$ cat src/rtl/striping_sched.sv
// striping_sched: distributes an upstream word stream over two lanes.
// A burst opens from IDLE when valid_in rises with at least one lane enabled.
// The lane enable pattern is frozen for the whole burst. With both lanes
// enabled, accepted words alternate lane 0, lane 1, lane 0, ... from the start
// of the burst. Downstream almost-full on the target lane parks the FSM in
// STALL without losing its place in the alternation.
module striping_sched (
  input  logic        clk_2f,
  input  logic        reset,
  input  logic [1:0]  lane_en,
  input  logic [1:0]  lane_afull,
  input  logic [31:0] data_in,
  input  logic        valid_in,
  output logic        ready_in,
  output logic [31:0] data_out_0,
  output logic [31:0] data_out_1,
  output logic        valid_out_0,
  output logic        valid_out_1,
  output logic [1:0]  state,
  output logic [7:0]  cnt_0,
  output logic [7:0]  cnt_1
);

  typedef enum logic [1:0] {
    IDLE   = 2'd0,
    ACTIVE = 2'd1,
    STALL  = 2'd2
  } state_t;

  state_t     fsm;
  logic       ptr;        // lane that receives the next accepted word
  logic [1:0] en_q;       // lane enables frozen for the current burst
  logic       afull_ptr;
  logic       accept;

  assign afull_ptr = lane_afull[ptr];
  // Gated by reset as well, so the handshake is closed immediately on reset
  // assertion regardless of where the clock is.
  assign ready_in  = ~reset & (fsm == ACTIVE) & ~afull_ptr;
  assign accept    = valid_in & ready_in;
  assign state     = fsm;

  // Burst control: state, lane pointer and the frozen enable pattern.
  always_ff @(posedge clk_2f or posedge reset) begin
    if (reset) begin
      fsm  <= IDLE;
      ptr  <= 1'b0;
      en_q <= 2'b00;
    end else begin
      case (fsm)
        IDLE: begin
          en_q <= lane_en;
          if (valid_in && (lane_en != 2'b00)) begin
            fsm <= ACTIVE;
            // first enabled lane; lane 0 wins when both are enabled
            ptr <= ~lane_en[0];
          end
        end
        ACTIVE: begin
          // an upstream gap ends the burst even if the lane is also full
          if (!valid_in) begin
            fsm <= IDLE;
          end else if (afull_ptr) begin
            fsm <= STALL;
          end else if (en_q == 2'b11) begin
            ptr <= ~ptr;
          end
        end
        STALL: begin
          if (!afull_ptr) begin
            fsm <= ACTIVE;
          end
        end
        default: fsm <= IDLE;
      endcase
    end
  end

  // Per-lane output registers and accepted-word counters.
  for (genvar gi = 0; gi < 2; gi++) begin : g_lane
    localparam logic LANE = 1'(gi);
    logic [31:0] data_q;
    logic        valid_q;
    logic [7:0]  cnt_q;
    logic        hit;

    assign hit = accept & (ptr == LANE);

    // Capture the word headed for this lane; valid is a one-cycle pulse.
    always_ff @(posedge clk_2f or posedge reset) begin
      if (reset) begin
        data_q  <= 32'd0;
        valid_q <= 1'b0;
        cnt_q   <= 8'd0;
      end else begin
        valid_q <= hit;
        if (hit) begin
          data_q <= data_in;
          cnt_q  <= cnt_q + 8'd1;
        end
      end
    end
  end

  assign data_out_0  = g_lane[0].data_q;
  assign data_out_1  = g_lane[1].data_q;
  assign valid_out_0 = g_lane[0].valid_q;
  assign valid_out_1 = g_lane[1].valid_q;
  assign cnt_0       = g_lane[0].cnt_q;
  assign cnt_1       = g_lane[1].cnt_q;

endmodule

$ cat config.mk
export PLATFORM = sky130hd
export DESIGN_NAME = striping_sched
export DESIGN_NICKNAME = d
export VERILOG_FILES = /design/src/rtl/striping_sched.sv
export SDC_FILE = /design/constraint.sdc
export NUM_CORES = 1
export LEC_CHECK = 0
export CORE_MARGIN = 1
export CORE_UTILIZATION = 42
export CTS_BUF_LIST = sky130_fd_sc_hd__clkbuf_4 sky130_fd_sc_hd__clkbuf_8
export DETAILED_ROUTE_END_ITERATION = 12
export GPL_TIMING_DRIVEN = 0
export PLACE_DENSITY_LB_ADDON = 0.1
export SYNTH_ARGS = -nofsm -noshare
export SYNTH_HDL_FRONTEND = slang
export SYNTH_SLANG_ARGS = --single-unit
$ cat constraint.sdc
create_clock -name clk_2f -period 3.8 [get_ports clk_2f]
set_input_delay 0.76 -clock clk_2f [delete_from_list [all_inputs] [get_ports clk_2f]]
set_output_delay 0.76 -clock clk_2f [all_outputs]
set_load 0.1 [all_outputs]
======== After elaboration in Yosys (flattened, before gate mapping) ========
Cells that the tools add are included.
word-level totals
  register bits after elaboration ......... 87
  output and inout port bits .............. 85
  word-level logic and storage cells ...... 48
cells by class
  $add $sub $neg .......................... 2
  $lt $le $gt $ge ......................... 1
  eq/ne operators ......................... 9
  mux-type cells .......................... 12
  bitwise operators ....................... 9
  reductions and logical operators ........ 6
operators with widths
  kind                 count
  $add 8x1->8 const B  2
  $mux 2               4
  $ne 2x2->1 const B   4
  $mux 1               6
  $pmux 2 s3           1
  $and 1x1->1          5
  $reduce_and 5->1     1
  $eq 2x2->1 const B   2
  $not 1->1            4
  $reduce_bool 2->1    2
  $ne 3x3->1 const B   1
  $reduce_and 3->1     1
  $eq 2x1->1 const B   1
  $logic_not 2->1      1
  $lt 1x2->1 const B   1
  $ne 2x1->1 const B   1
  $pmux 1 s2           1
  $logic_and 1x1->1    1

======== Logic depth before layout (Yosys ltp) ========
  depth in word-level cells ............... 6
  mapped depth ............................ 7

======== Least setup slack after synthesis ========
OpenSTA, ideal clock, no wires.
  path type ............................... input to output
  from .................................... input port reset
  to ...................................... output port ready_in
  arrival ................................. 3.611 ns
  required time ........................... 3.040 ns
  path slack .............................. -0.571 ns
  stages on the path ...................... 2
  path buffers ............................ 0
  cells stage by stage .................... inv_1 > and3_1
between the ends
  word-level cells in the longest chain between the ends .. 3
ends and longest elaborated chain
  item                      line  source
  start: declaration        9     input logic reset,
  $not 1->1                 39    assign ready_in = ~reset & (fsm == ACTIVE) & ~afull_ptr;
  $and 1x1->1 (2 in a row)  39
  end: declaration          14    output logic ready_in,
No other way between the ends.

======== Final worst setup path ========
Same ends and word-level chain as after synthesis.

==> flow_metrics.tcl <==
set metrics [dict create \
    max_freq_mhz 293 \
    port_buffers 123 \
    worstPathArrival_ns 2.66 \
    grt-busiest-layer "met2" \
    synth_area_leaders "dfrtp_1, nand2_1, xnor2_1" \
    syn_nets 401 \
    min_path_type "flip-flop to flip-flop" \
    grt_pass1_vias 2737 \
    drc 0 \
    die_w_um 92.6 \
    finalMaxSlewViolations 0 \
    setup_viol 0 \
    rsz0062_at_grt "false" \
    fin_crit_sh_pct 89.9 \
    fillers 669 \
    diodes 0 \
    routed_via_density 4.73 \
    fin_crit_ns 3.42 \
    rrSetupSlack_ns 1.88 \
    grt_overflow_total 0 \
    hold_viol 0 \
    crit_fanout 35 \
    relSlewSlack_pct 32.8 \
    synth-seq-cells 87 \
    worstSetupEndpointType "primary output" \
    coreArea_um2 7850 \
    yosysTopAreaCell "dfrtp_1" \
    grt_max_degree 38 \
    critPathKind "input port to primary output" \
    first_pass_iters 4 \
    holdPathStages 2 \
    rows 32 \
    timing.rr.end "cnt_1[5]" \
    cts-htree-levels 3 \
    yosysUniqueCellTypes 26 \
    min_to "data_out_0[13]" \
    yosys_warnings 0 \
    cts.sinks 87 \
    globalplace.congestion 0.808 \
    dp_hpwl_mm 6.13 \
    ant_nets 0 \
    hp-start "data_out_0[13]" \
    startpoint_type "input port" \
    status "finished clean" \
    syn-cell-area_um2 3450 \
    cts_buffer_depth 2 \
    met3_usage_pct 5.01 \
    drt-total-wl_mm 8.37 \
    avgSynthCellArea_um2 9.58 \
    syn2layout_area_growth_pct 46.9 \
    met1_usage_pct 25.7 \
    synthCells 360 \
    finalSetupTns_ns 0 \
    fp.dieArea_um2 8570 \
    preCtsSetupSlack_ns -0.270 \
    maxCapViolCount 0 \
    cts_root_buf "clkbuf_8" \
    r2r_cells 4 \
    ys.flop_type "dfrtp_1" \
    initial_core_util_pct 43.9 \
    via_count 2845 \
    tightest_slew_ns 1.00 \
    required_ns 3.04 \
    die_y_um 92.6 \
    nNetsFinal 537 \
    final_layout_size_suffix_gt1_share_pct 8.00 \
    yosysTopAreaCellShare_pct 63.2 \
    met2_usage_pct 33.6 \
    synthArstFlopShare_pct 100 \
    ios 124 \
    wl_per_cell_um 13.9 \
    antenna_found_initial 0 \
    cts_buffers 9 \
    synth_edf_count 0 \
    clk_pin_slew_worst_paths_ns 0.08 \
    multiInputGateArea_um2 1160 \
    synth_seq_area_share_pct 63.2 \
    drtIter0Drc 118 \
    grt_pass1_wl_mm 13.3 \
    seq_area_um2 2180 \
    clk_latency_ns 0.34 \
    cts_tree "built" \
    r2r-start "ptr" \
    whs_ns 0.473 \
    fin_util_pct 64.5 \
    track_usage_pct 20.2 \
    clock_skew_ns 0.00959 \
    layout_setup_ws_ns 0.384 \
]
critical path, cell delays in order:
cell	delay (ns)
clkdlybuf4s50_1	0.56
clkinvlp_4	0.44
buf_12	0.35
and3_1	0.17
clkbuf_2	0.37
worst max-delay path by stage:
stage	startpoint	endpoint	slack, ns	cells after the start
2_1_floorplan	reset	ready_in	0.28	2
3_3_place_gp	reset	ready_in	-1.49	4
3_5_place_dp	reset	ready_in	-0.27	5
4_1_cts	reset	ready_in	0.03	5
5_1_grt	reset	ready_in	0.22	5
6_report	reset	ready_in	0.38	5
layout make-up:
type,count,area share [%]
flip-flops and latches,87,43.0
repair buffers,125,25.0
multi-input cells,256,22.9
clock buffers,12,3.01
well taps,102,2.52
plain buffers,14,1.78
clock inverters,3,1.33
inverters,3,0.494
registers in the layout (all words and copies together), names as in the netlist:
| name | count |
|---|---|
| data_out_0 | 32 |
| data_out_1 | 32 |
| cnt_0 | 8 |
| cnt_1 | 8 |
| en_q | 2 |
| state | 2 |
| ptr | 1 |
| valid_out_0 | 1 |
| valid_out_1 | 1 |
synth_stat cells, drive strengths merged (3+ instances only):
library cell,instances
and3,3
buf,14
dfrtp,87
mux2,4
nand2,203
nand3,6
nand4,4
nor2,4
xnor2,12
repair_timing:
action	4_1_cts	5_1_grt
resized for setup	1	2
setup endpoints to repair	1	1
hold buffers	0	0
setup buffers	0	0
cell usage in the layout, fill, tap and decap left out:
master	n
ha_1	2
nand4_1	4
nand3b_1	1
nor2b_1	1
nor2_1	4
o21ai_0	2
or2_1	1
bufinv_16	2
o32ai_1	1
nor4_1	1
a21oi_1	2
buf_12	2
mux2i_1	2
clkbuf_8	10
clkbuf_2	1
buf_4	8
clkdlybuf4s50_1	122
buf_2	6
clkinv_4	2
mux2_4	1
mux2_2	3
or3_1	2
and3_1	3
clkinvlp_4	2
nand2b_1	2
or4_4	1
xor2_1	2
dfrtp_1	87
nand3_1	6
clkbuf_4	2
nand2_1	203
xnor2_1	12
layer usage:
metal  vias to the layer above  routed length [µm]
met2                        77                4160
met1                      1366                3610
met3                        10                 512
met5                         -                   0
li1                       1392                   -
met4                         0                  89
metrics by stage:
step	instance area, µm²	cells
floorplan	3450	360
global placement	4810	585
detailed placement	4850	587
CTS	5070	602
global route	5060	602
finish	5060	602
cell families (layout without fill, tap and decap cells):
kind of cell | after synthesis | after routing | share of synthesized area [%]
flops | 87 | 87 | 63.2
fa+ha+maj | 2 | 2 | 0.726
compound gates | 5 | 5 | 0.835
xor+xnor | 14 | 14 | 3.56
buf+inv | 17 | 157 | 3.23
mux | 6 | 6 | 2.00
simple gates | 229 | 229 | 26.5
Power is not shown: default switching activity piles up to over one toggle a cycle in this logic, so the estimate is an artifact.
